## config.mk

```make
export PLATFORM = sky130hd
export DESIGN_NAME = instruction_fetch_flat
export DESIGN_NICKNAME = d
export VERILOG_FILES = /design/src/rtl/core_pkg.sv /design/src/rtl/instruction_fetch_if.sv /design/src/rtl/pc_register.sv /design/src/rtl/instruction_fetch.sv /design/src/flat_wrapper.sv
export SDC_FILE = /design/constraint.sdc
export NUM_CORES = 1
export LEC_CHECK = 0
export BUFFER_PORTS_ARGS = -buffer_cell sky130_fd_sc_hd__buf_4
export CORE_MARGIN = 2
export CORE_UTILIZATION = 45
export CTS_CLUSTER_DIAMETER = 200
export DETAILED_ROUTE_END_ITERATION = 10
export HOLD_SLACK_MARGIN = 0.02
export PLACE_DENSITY_LB_ADDON = 0.1
export SYNTH_ARGS = -nofsm -noshare
export SYNTH_HDL_FRONTEND = slang
export SYNTH_HIERARCHICAL = 1
export SYNTH_SLANG_ARGS = --single-unit
export TNS_END_PERCENT = 50
```

## constraint.sdc

```tcl
create_clock -name clock -period 27.3 [get_ports clock]
set_clock_uncertainty 0.15 [all_clocks]
set_input_delay 5.46 -clock clock [delete_from_list [all_inputs] [get_ports clock]]
set_output_delay 5.46 -clock clock [all_outputs]
set_load 0.02 [all_outputs]
```

## src/rtl/core_pkg.sv

```systemverilog
`default_nettype none
// ============================================================================
// core_pkg
// Shared types and defaults for the fetch stage of the pipelined ARMv8 core.
// Revision: 1.0 - initial release
// ============================================================================
package core_pkg;

  localparam int INSN_W = 32;
  localparam int ADDR_W = 64;

  localparam logic [INSN_W-1:0] NOP_INSN_DEFAULT = 32'hD503201F;
  localparam logic [ADDR_W-1:0] RESET_PC_DEFAULT = 64'h0;

  typedef enum logic [1:0] {
    FETCH = 2'd0,
    DRAIN = 2'd1,
    HOLD  = 2'd2
  } fetch_state_t;

  // Sequential successor; wraps modulo 2^64.
  function automatic logic [ADDR_W-1:0] next_seq_pc(input logic [ADDR_W-1:0] pc);
    return pc + 64'd4;
  endfunction

endpackage
`default_nettype wire

```

## src/rtl/instruction_fetch_if.sv

```systemverilog
`default_nettype none
// ============================================================================
// instruction_fetch_if
// Instruction-memory request/acknowledge bus.
// Revision: 1.0 - initial release
// ============================================================================
interface instruction_fetch_if;
  import core_pkg::*;

  logic              imem_req;
  logic [ADDR_W-1:0] imem_addr;
  logic              imem_ack;
  logic [INSN_W-1:0] imem_rdata;

  modport master (output imem_req, output imem_addr, input imem_ack, input imem_rdata);
  modport slave  (input imem_req, input imem_addr, output imem_ack, output imem_rdata);

endinterface
`default_nettype wire

```

## src/rtl/pc_register.sv

```systemverilog
`default_nettype none
// ============================================================================
// pc_register
// Async-reset register with load enable, used for the program counter.
// Revision: 1.0 - initial release
// ============================================================================
module pc_register #(
  parameter int               WIDTH       = 64,
  parameter logic [WIDTH-1:0] RESET_VALUE = '0
) (
  input  wire logic             clock,
  input  wire logic             reset,
  input  wire logic             load,
  input  wire logic [WIDTH-1:0] d,
  output logic      [WIDTH-1:0] q
);

  // Capture the new value only when load is asserted.
  always_ff @(posedge clock or posedge reset) begin
    if (reset) q <= RESET_VALUE;
    else if (load) q <= d;
  end

endmodule
`default_nettype wire

```

## src/rtl/instruction_fetch.sv

```systemverilog
`default_nettype none
// ============================================================================
// instruction_fetch
// Fetch stage: PC sequencing, imem req/ack handshake, one-entry skid buffer
// for stalls, branch redirect with in-flight response discard, IF/ID register.
// Revision: 1.0 - initial release
// ============================================================================
module instruction_fetch
  import core_pkg::*;
#(
  parameter logic [ADDR_W-1:0] RESET_PC = RESET_PC_DEFAULT,
  parameter logic [INSN_W-1:0] NOP_INSN = NOP_INSN_DEFAULT
) (
  input  wire logic              clock,
  input  wire logic              reset,
  input  wire logic              stall,
  input  wire logic              redirect,
  input  wire logic [ADDR_W-1:0] redirect_pc,
  instruction_fetch_if.master    imem,
  output logic      [INSN_W-1:0] instruction,
  output logic      [ADDR_W-1:0] PC_out_IF_ID,
  output logic                   if_valid
);

  fetch_state_t      state, state_next;
  logic [ADDR_W-1:0] pc, pc_next;
  logic              pc_load;

  // Address of a request that must stay on the bus after a redirect.
  logic [ADDR_W-1:0] drain_addr;
  logic              drain_load;

  // Skid occupancy is implied by the HOLD state.
  logic [INSN_W-1:0] skid_insn;
  logic [ADDR_W-1:0] skid_pc;
  logic              skid_load;

  logic              ifid_load;
  logic [INSN_W-1:0] ifid_insn_n;
  logic [ADDR_W-1:0] ifid_pc_n;
  logic              ifid_valid_n;

  logic              ack;

  assign ack            = imem.imem_ack;
  assign imem.imem_req  = !reset && (state != HOLD);
  assign imem.imem_addr = (state == DRAIN) ? drain_addr : pc;

  pc_register #(
    .WIDTH       (ADDR_W),
    .RESET_VALUE (RESET_PC)
  ) u_pc_register (
    .clock (clock),
    .reset (reset),
    .load  (pc_load),
    .d     (pc_next),
    .q     (pc)
  );

  // Fetch state register.
  always_ff @(posedge clock or posedge reset) begin
    if (reset) state <= FETCH;
    else state <= state_next;
  end

  // Next state, PC update and IF/ID/skid load decisions; redirect beats stall.
  always_comb begin
    state_next   = state;
    pc_load      = 1'b0;
    pc_next      = next_seq_pc(pc);
    drain_load   = 1'b0;
    skid_load    = 1'b0;
    ifid_load    = 1'b0;
    ifid_insn_n  = instruction;
    ifid_pc_n    = PC_out_IF_ID;
    ifid_valid_n = if_valid;
    if (redirect) begin
      pc_load      = 1'b1;
      pc_next      = {redirect_pc[ADDR_W-1:2], 2'b00};
      ifid_load    = 1'b1;
      ifid_insn_n  = NOP_INSN;
      ifid_valid_n = 1'b0;
      case (state)
        FETCH: if (!ack) begin
          state_next = DRAIN;
          drain_load = 1'b1;
        end
        DRAIN:   if (ack) state_next = FETCH;
        default: state_next = FETCH;
      endcase
    end else begin
      case (state)
        FETCH: begin
          if (ack) begin
            pc_load = 1'b1;
            if (!stall) begin
              ifid_load    = 1'b1;
              ifid_insn_n  = imem.imem_rdata;
              ifid_pc_n    = pc;
              ifid_valid_n = 1'b1;
            end else begin
              skid_load  = 1'b1;
              state_next = HOLD;
            end
          end else if (!stall) begin
            ifid_load    = 1'b1;
            ifid_insn_n  = NOP_INSN;
            ifid_valid_n = 1'b0;
          end
        end
        DRAIN: begin
          if (ack) state_next = FETCH;
          if (!stall) begin
            ifid_load    = 1'b1;
            ifid_insn_n  = NOP_INSN;
            ifid_valid_n = 1'b0;
          end
        end
        HOLD: begin
          if (!stall) begin
            ifid_load    = 1'b1;
            ifid_insn_n  = skid_insn;
            ifid_pc_n    = skid_pc;
            ifid_valid_n = 1'b1;
            state_next   = FETCH;
          end
        end
        default: state_next = FETCH;
      endcase
    end
  end

  // Remember the outstanding address when a redirect lands mid-request.
  always_ff @(posedge clock or posedge reset) begin
    if (reset) drain_addr <= '0;
    else if (drain_load) drain_addr <= pc;
  end

  // Skid buffer catches a response that arrives while decode is stalled.
  always_ff @(posedge clock or posedge reset) begin
    if (reset) begin
      skid_insn <= '0;
      skid_pc   <= '0;
    end else if (skid_load) begin
      skid_insn <= imem.imem_rdata;
      skid_pc   <= pc;
    end
  end

  // IF/ID pipeline register.
  always_ff @(posedge clock or posedge reset) begin
    if (reset) begin
      instruction  <= NOP_INSN;
      PC_out_IF_ID <= '0;
      if_valid     <= 1'b0;
    end else if (ifid_load) begin
      instruction  <= ifid_insn_n;
      PC_out_IF_ID <= ifid_pc_n;
      if_valid     <= ifid_valid_n;
    end
  end

endmodule
`default_nettype wire

```

## src/flat_wrapper.sv

```systemverilog
// flat-port wrapper written by rule: the top's interface ports become plain ports
module instruction_fetch_flat import core_pkg::*;
#(
  parameter logic [ADDR_W-1:0] RESET_PC = RESET_PC_DEFAULT,
  parameter logic [INSN_W-1:0] NOP_INSN = NOP_INSN_DEFAULT
)
  (clock, reset, stall, redirect, redirect_pc, instruction, PC_out_IF_ID, if_valid, imem_imem_req, imem_imem_addr, imem_imem_ack, imem_imem_rdata);
  instruction_fetch_if imem_i ();
  input  wire logic clock;
  input  wire logic reset;
  input  wire logic stall;
  input  wire logic redirect;
  input  wire logic [ADDR_W-1:0] redirect_pc;
  output logic      [INSN_W-1:0] instruction;
  output logic      [ADDR_W-1:0] PC_out_IF_ID;
  output logic if_valid;
  output wire logic [$bits(imem_i.imem_req)-1:0] imem_imem_req;
  output wire logic [$bits(imem_i.imem_addr)-1:0] imem_imem_addr;
  input wire logic [$bits(imem_i.imem_ack)-1:0] imem_imem_ack;
  input wire logic [$bits(imem_i.imem_rdata)-1:0] imem_imem_rdata;
  assign imem_imem_req = imem_i.imem_req;
  assign imem_imem_addr = imem_i.imem_addr;
  assign imem_i.imem_ack = imem_imem_ack;
  assign imem_i.imem_rdata = imem_imem_rdata;
  instruction_fetch #(.RESET_PC(RESET_PC), .NOP_INSN(NOP_INSN)) u_core (.clock(clock), .reset(reset), .stall(stall), .redirect(redirect), .redirect_pc(redirect_pc), .imem(imem_i), .instruction(instruction), .PC_out_IF_ID(PC_out_IF_ID), .if_valid(if_valid));
endmodule
```

Word level (Yosys, flattened, before mapping)

Cells that the tools add are included.
W data, S select, Z words.

Word-level logic and storage cells: 69
Bits in registers: 323
Output and inout port bits: 162
Input bits: 101

Reduce and logical (&&, ||, !) cells: 10
Eq/ne operators: 11
Muxes and demuxes: 38
Add/subtract/negate cells: 1
Bitwise logic cells: 1

Operators with widths:

| operator                | number |
|---|---|
| $mux W64                | 5 |
| $mux W32                | 5 |
| $pmux W64 S2            | 1 |
| $pmux W32 S3            | 1 |
| $add A64 B3 Y64 const B | 1 |
| $mux W1                 | 17 |
| $mux W2                 | 6 |
| $ne A3 B3 Y1 const B    | 4 |
| $ne A2 B2 Y1 const B    | 4 |
| $reduce_and A4 Y1       | 2 |
| $pmux W2 S3             | 1 |
| $reduce_and A6 Y1       | 1 |
| $ne A4 B4 Y1 const B    | 1 |
| $pmux W2 S2             | 1 |
| $reduce_bool A4 Y1      | 1 |
| $pmux W1 S3             | 1 |
| $reduce_or A3 Y1        | 1 |
| $eq A2 B1 Y1 const B    | 1 |
| $eq A2 B2 Y1 const B    | 1 |
| $logic_not A2 Y1        | 1 |
| $reduce_and A2 Y1       | 1 |
| $reduce_bool A2 Y1      | 1 |
| $logic_and A1 B1 Y1     | 1 |
| $logic_not A1 Y1        | 1 |
| $not A1 Y1              | 1 |

Longest topological paths before layout

Gate-level depths: netlist of the first run.

Depth in word-level cells: 5
Mapped depth: 9
Gate-level depth less buffers: 7

Modules after synthesis

The synthesis of the first run kept the hierarchy.

By module, submodules not included:

| module            | seq. area each (um^2) | instances | cells each | area an instance (um^2) |
|---|---|---|---|---|
| instruction_fetch | 6497.5                | 1         | 1364       | 13962.1 |
| pc_register       | 1601.5                | 1         | 136        | 2682.6 |

Worst setup path before layout of the first run

OpenSTA, ideal clock, no wires.

Path type: input-to-output
Start: in reset
End: out imem_imem_req
Setup slack: 15950 ps
Buffers on the path: 0
Required time: 21690 ps
Data arrival time: 5740 ps
Cell stages on the path: 1
Cell sequence: nor2_1

Cells in the longest elaborated chain, start to end: 2

Ends and longest elaborated chain:

| element                    | line                    | source |
|---|---|---|
| start, declared            | flat_wrapper.sv:10      | `input wire logic reset;` |
| $logic_not A1 Y1 (no line) | --                      |  |
| $logic_and A1 B1 Y1        | instruction_fetch.sv:46 | `assign imem.imem_req = !reset && (state != HOLD);` |
| end, declared              | flat_wrapper.sv:17      | `output wire logic [$bits(imem_i.imem_req)-1:0] imem_imem_req;` |

No other way between the ends.

Worst setup path in the final report of the first run

Same ends and word-level chain as after synthesis.

==> impl_metrics.env, run 1 <==
export IMPL_synthArstFlopShare_pct=100
export IMPL_rsz0062_at_grt="no"
export IMPL_path_cells="buf_4 -> nor2_1 -> buf_4"
export IMPL_tritoncts="built"
export IMPL_period_minus_slack_ns=11.45
export IMPL_ys_seq_elements=323
export IMPL_cts_setup_buffers=0
export IMPL_portBuffers=260
export IMPL_max_freq_ghz=0.0873
export IMPL_grt_usage_pct=22.7
export IMPL_die_area_sq_um=38500
export IMPL_place_congestion=0.762
export IMPL_worstHoldStart="u_core/skid_pc[30]"
export IMPL_yosys_area_top_type="dfrtp_1"
export IMPL_wl_um=43700
export IMPL_ys_flop_type="dfrtp_1"
export IMPL_antenna_found_initial=1
export IMPL_r2r_start="u_core/state[1]"
export IMPL_grt_pass1_wl_um=69100
export IMPL_drtIter0Drc=676
export IMPL_cpMaxStageDelayCell="buf_4"
export IMPL_worst_setup_path_end_kind="output port"
export IMPL_grt_max_degree=159
export IMPL_htreeDepth=2
export IMPL_area_growth_pct=20.6
export IMPL_maxSlewViolCount=0
export IMPL_hold_class="reg2reg"
export IMPL_numCtsBuffers=38
export IMPL_via_count=12100
export IMPL_drc=0
export IMPL_initial_core_util_pct=45.6
export IMPL_syn_inst=1500
export IMPL_cp_startpoint="reset"
export IMPL_ant_nets=0
export IMPL_post_cts_resized=0
export IMPL_reg2reg_depth=7
export IMPL_hold_viol_final=0
export IMPL_fin_ws_ns=15.85
export IMPL_grt_ovfl_total=0
export IMPL_die_y_um=196
export IMPL_drive_above_1_share_pct=37.2
export IMPL_core_area_sq_um=36500
export IMPL_yosysTopAreaCellShare_pct=46.6
export IMPL_rows=70
export IMPL_crit_arrival_ns=5.84
export IMPL_clock_latency_ns=0.53
export IMPL_crit_fanout=3
export IMPL_synthDistinctLibCells=56
export IMPL_avgViaCountPerCell=5.51
export IMPL_max_cap_viol_count=0
export IMPL_clkTransAtPathRegs_ns=0.06
export IMPL_yosysSeqAreaShare_pct=48.7
export IMPL_start_kind="input pin"
export IMPL_cp_common_cell="buf_4"
export IMPL_ios=263
export IMPL_avgSynthCellArea_sq_um=11.1
export IMPL_maxSlewHeadroom_pct=22.2
export IMPL_grt_pass1_vias=12200
export IMPL_syn_cell_area_sq_um=16600
export IMPL_crit_type="in2out"
export IMPL_worst_slew_pin_slew_ns=1.16
export IMPL_ir_worst_vdd_uv=61.6
export IMPL_fill_cells=3218
export IMPL_dpl_hpwl_um=27400
export IMPL_power_density_nw_per_um2=113
export IMPL_synth_area_leaders="dfrtp_1 47%, mux2_2 14%, mux2_4 5.4%"
export IMPL_outcome="finished clean"
export IMPL_leakagePower_nw=8.64
export IMPL_yosysWarningCount=6
export IMPL_die_width_um=196
export IMPL_synth_edf_count=0
export IMPL_drt_first_pass_iters=5
export IMPL_ctsRootBufferMaster="clkbuf_16"
export IMPL_cts_buffer_depth=3
export IMPL_n_antenna_cell=0
export IMPL_synth_fp_nets=1606
export IMPL_hold_path_depth=2
export IMPL_layout_nets=1797
export IMPL_cts_hold_buf=0
export IMPL_finalSetupTns_ns=0
export IMPL_setup_viol=0
export IMPL_dp_slack_ns=15.85
export IMPL_cpPeakStageDelay_ns=0.15
export IMPL_cp_required_ns=21.69
export IMPL_min_period_over_period_pct=41.9
export IMPL_cts_sinks=323
export IMPL_wire_per_inst_um=19.9
-- final timing paths --
check | end | slack (ns)
setup / recovery | imem_imem_req | 15.85
hold / removal | u_core/skid_pc[30] | 0.33
setup reg to reg | u_core/instruction[19] | 23.54
hold reg to reg | u_core/skid_pc[30] | 0.33
max in group asynchronous | u_core/skid_pc[53] | 20.71
min in group asynchronous | u_core/skid_insn[5] | 4.89
-- area by class of cell --
| type | count | area [sq um] | area share (%) |
|---|---|---|---|
| multi-input combinational | 1038 | 7880 | 39.2 |
| inverter | 17 | 72.6 | 0.362 |
| timing repair buffer | 273 | 2060 | 10.3 |
| sequential | 323 | 8100 | 40.4 |
| tap | 468 | 586 | 2.92 |
| clock buffer | 61 | 1230 | 6.13 |
| clock inverter | 9 | 145 | 0.723 |
-- where the power goes --
part           total [mW]  internal (mW)  leakage (nW)  switching [mW]
logic               0.883          0.427          4.12           0.456
registers           0.844          0.683          3.83           0.161
clock network       0.547          0.346         0.683           0.201
total                2.27           1.46          8.64           0.818
-- logic make-up after synthesis --
kind of cell / Yosys count / share of synthesized area (%)
compound gates: 272 / 9.25
simple gates: 379 / 11.3
fa+ha+maj: 5 / 0.376
flops: 323 / 48.7
mux: 343 / 24.0
buf+inv: 139 / 4.43
xor+xnor: 39 / 2.05
-- flip-flops by register name (all words and copies together), names as in the netlist --
| register | cells |
|---|---|
| u_core/skid_pc | 64 |
| u_core/if_valid | 1 |
| u_core/state | 2 |
| u_core/instruction | 32 |
| u_core/u_pc_register/q | 64 |
| u_core/skid_insn | 32 |
| u_core/PC_out_IF_ID | 64 |
| u_core/drain_addr | 64 |
-- cell usage in the layout, fill, tap and decap left out, types with 41 or more instances in the layout --
| master | netlist | layout |
|---|---|---|
| clkbuf_16 | 0 | 41 |
| a21oi_1 | 107 | 107 |
| nand3_1 | 48 | 46 |
| mux2_2 | 205 | 205 |
| nand2_1 | 127 | 126 |
| buf_4 | 4 | 272 |
| mux2_4 | 60 | 60 |
| dfrtp_1 | 310 | 310 |
| mux2i_1 | 78 | 78 |
| nor2_1 | 96 | 95 |
| o21ai_0 | 97 | 97 |
-- through the flow --
| step | power (mW) | instances | area (sq um) | hold slack, ns | util (%) |
|---|---|---|---|---|---|
| after global placement | 1.72 | 2119 | 18700 | 0.312 | 51.2 |
| after CTS | 2.30 | 2189 | 20100 | 0.335 | 55.0 |
| after detailed placement | 1.74 | 2119 | 18700 | 0.322 | 51.2 |
| after global routing | 2.41 | 2189 | 20100 | 0.357 | 55.0 |
| after floorplan | 1.43 | 1500 | 16600 | 0.300 | - |
| final | 2.27 | 2189 | 20100 | 0.330 | 55.0 |
-- cells in the mapped netlist, drive strengths merged, types with 16 or more instances --
cell / number
mux2: 265
nand3: 48
nand2: 128
mux2i: 78
or3: 17
buf: 39
nor4: 16
a21oi: 107
xor2: 19
nand4: 24
xnor2: 20
o21ai: 98
dfrtp: 310
nor2: 96
clkbuf: 83
a31oi: 27
inv: 16
-- worst max-delay path, delay by kind of cell --
kind / cells / cell delay (ns)
buf+inv: 2 / 0.29
simple gates: 1 / 0.08
-- routing by layer --
metal  wire length (um)  vias up  share of wire, %  global-route usage (%)
met3               2350       56               5.4                    4.35
met2              20600      268                47                    36.6
met1              19800     6011                45                    31.4
met4                893        2               2.0                    6.23
li1                   -     5727                 -                       -
met5                 13        -             0.030                       0
Note: power is estimated with default switching activity, not from simulation.
==> inputs of run 2 (changes only) <==
clock period = 10.02 ns   (was 27.3 ns; I/O delays follow)
==> run 2 against run 1 <==
Against the previous run:
- combinational power grew to 2.7 times the previous value
- register-to-register slack worse by 17 ns
- global-route usage is 0.14 points lower
==> impl_metrics.env, run 2 (synthesis gave the netlist of run 1 again) <==
export IMPL_maxSlewViolCount=0
export IMPL_place_congestion=0.790
export IMPL_dpl_hpwl_um=27900
export IMPL_drt_first_pass_iters=5
export IMPL_die_width_um=196
export IMPL_grt_usage_pct=22.6
export IMPL_multiInputGateArea_sq_um=7880
export IMPL_die_area_sq_um=38500
export IMPL_wl_um=43900
export IMPL_path_cells="inv_1 -> ha_4 -> buf_4 -> mux2_2 -> buf_4"
export IMPL_tritoncts="built"
export IMPL_worst_slew_pin_slew_ns=1.19
export IMPL_path_delay_family="buffers and inverters"
export IMPL_drive_above_1_share_pct=37.1
export IMPL_initial_core_util_pct=45.6
export IMPL_via_count=12100
export IMPL_ctsRootBufferMaster="clkbuf_16"
export IMPL_drc=0
export IMPL_avgViaCountPerCell=5.54
export IMPL_ant_nets=0
export IMPL_max_cap_viol_count=0
export IMPL_sw_frac_of_total_pct=36.8
export IMPL_ir_worst_vdd_uv=186
export IMPL_max_freq_ghz=0.197
export IMPL_period_minus_slack_ns=5.08
export IMPL_final_common_cell="dfrtp_1"
export IMPL_grt_pass1_vias=12100
export IMPL_final_cells=2184
export IMPL_hold_viol_final=0
export IMPL_crit_type="reg2out"
export IMPL_start_kind="register"
export IMPL_cpPeakStageDelay_ns=0.83
export IMPL_htreeDepth=2
export IMPL_power_switching_mw=2.22
export IMPL_finalInstanceArea_sq_um=19900
export IMPL_numCtsBuffers=37
export IMPL_area_growth_pct=19.4
export IMPL_rows=70
export IMPL_power_density_nw_per_um2=304
export IMPL_antenna_found_initial=1
export IMPL_cts_hold_buf=0
export IMPL_post_cts_resized=0
export IMPL_cts_sinks=323
export IMPL_clock_latency_ns=0.50
export IMPL_layout_nets=1797
export IMPL_clockPowerShare_pct=22.0
export IMPL_placed_cells=2120
export IMPL_clkTransAtPathRegs_ns=0.06
export IMPL_rsz0062_at_grt="no"
export IMPL_setup_viol=0
export IMPL_dp_slack_ns=5.02
export IMPL_grt_max_degree=140
export IMPL_cp_required_ns=7.87
export IMPL_outcome="finished clean"
export IMPL_p_seq_share_pct=38.1
export IMPL_grt_pass1_wl_um=68900
export IMPL_portBuffers=260
export IMPL_cts_setup_buffers=0
export IMPL_ios=263
export IMPL_fin_ws_ns=4.94
export IMPL_final_cell_mix="310 x dfrtp_1, 274 x buf_4, 205 x mux2_2, 126 x nand2_1, 107 x a21oi_1"
export IMPL_seqCellArea_sq_um=8100
export IMPL_hold_class="reg2reg"
export IMPL_leakagePower_nw=8.54
export IMPL_internal_power_mw=3.82
export IMPL_maxSlewHeadroom_pct=20.6
export IMPL_cpMaxStageDelayCell="buf_4"
export IMPL_pwr_share_comb_pct=39.9
export IMPL_wire_per_inst_um=20.1
export IMPL_placed_area_sq_um=18700
export IMPL_cp_common_cell="buf_4"
export IMPL_fill_cells=3234
export IMPL_min_period_over_period_pct=50.7
export IMPL_finalSetupTns_ns=0
export IMPL_crit_fanout=66
export IMPL_final_core_util_pct=54.4
export IMPL_crit_arrival_ns=2.92
export IMPL_critPathBufInv=3
export IMPL_cts_buffer_depth=3
export IMPL_die_y_um=196
export IMPL_drtIter0Drc=656
export IMPL_core_area_sq_um=36500
export IMPL_worst_setup_path_end_kind="output port"
export IMPL_grt_ovfl_total=0
-- run 2: cell count changes in the layout (fill, tap and decap cells not counted), sizes merged --
cell | previous run | this run
bufinv | 4 | 2
diode | 0 | 1
clkbuf | 61 | 50
clkinvlp | 0 | 3
clkinv | 7 | 10
buf | 273 | 274
-- run 2: metrics by stage --
| stage | total power, mW | hold slack, ns |
|---|---|---|
| floorplan | 3.89 | 0.300 |
| global placement | 4.68 | 0.311 |
| detailed placement | 4.74 | 0.320 |
| CTS | 6.10 | 0.335 |
| global route | 6.40 | 0.355 |
| finish | 6.04 | 0.331 |
-- run 2: worst min-delay path, stage by stage (launching register included) --
cell and delay, ns:
dfrtp_1 0.34, nand2_1 0.04, o21ai_0 0.06
-- run 2: per-layer routing --
| metal | vias up | part of all wire (%) | GRT usage, % |
|---|---|---|---|
| met5 | - | 0.027 | 0 |
| met4 | 2 | 1.6 | 4.77 |
| met3 | 52 | 5.1 | 3.80 |
| met2 | 274 | 47 | 37.0 |
| met1 | 6045 | 46 | 31.6 |
| li1 | 5734 | - | - |
-- run 2: path summary, 6_finish.rpt --
kind | cells after the start | from | slack (ns) | end
setup / recovery | 5 | u_core/state[1] | 4.94 | imem_imem_addr[2]
hold / removal | 2 | u_core/skid_pc[49] | 0.33 | u_core/skid_pc[49]
setup reg to reg | 7 | u_core/state[1] | 6.30 | u_core/instruction[1]
hold reg to reg | 2 | u_core/skid_pc[49] | 0.33 | u_core/skid_pc[49]
max in group asynchronous | 3 | reset | 6.58 | u_core/PC_out_IF_ID[33]
min in group asynchronous | 2 | reset | 1.57 | u_core/PC_out_IF_ID[60]
-- run 2: power by group through the flow --
stage / Sequential, mW / Combinational [mW] / Clock [mW]
2_1_floorplan: 2.35 / 1.54 / 0
3_3_place_gp: 2.29 / 2.39 / 0
3_5_place_dp: 2.32 / 2.42 / 0
4_1_cts: 2.30 / 2.44 / 1.36
5_1_grt: 2.38 / 2.60 / 1.42
6_report: 2.30 / 2.41 / 1.33
-- run 2: final cells by class --
| class | count | share of cell area [%] |
|---|---|---|
| Multi-Input combinational cell | 1038 | 39.6 |
| Clock buffer | 50 | 5.36 |
| Timing Repair Buffer | 274 | 10.3 |
| Clock inverter | 13 | 0.617 |
| Antenna cell | 1 | 0.0126 |
| Sequential cell | 323 | 40.7 |
| Tap cell | 468 | 2.95 |
| Inverter | 17 | 0.365 |
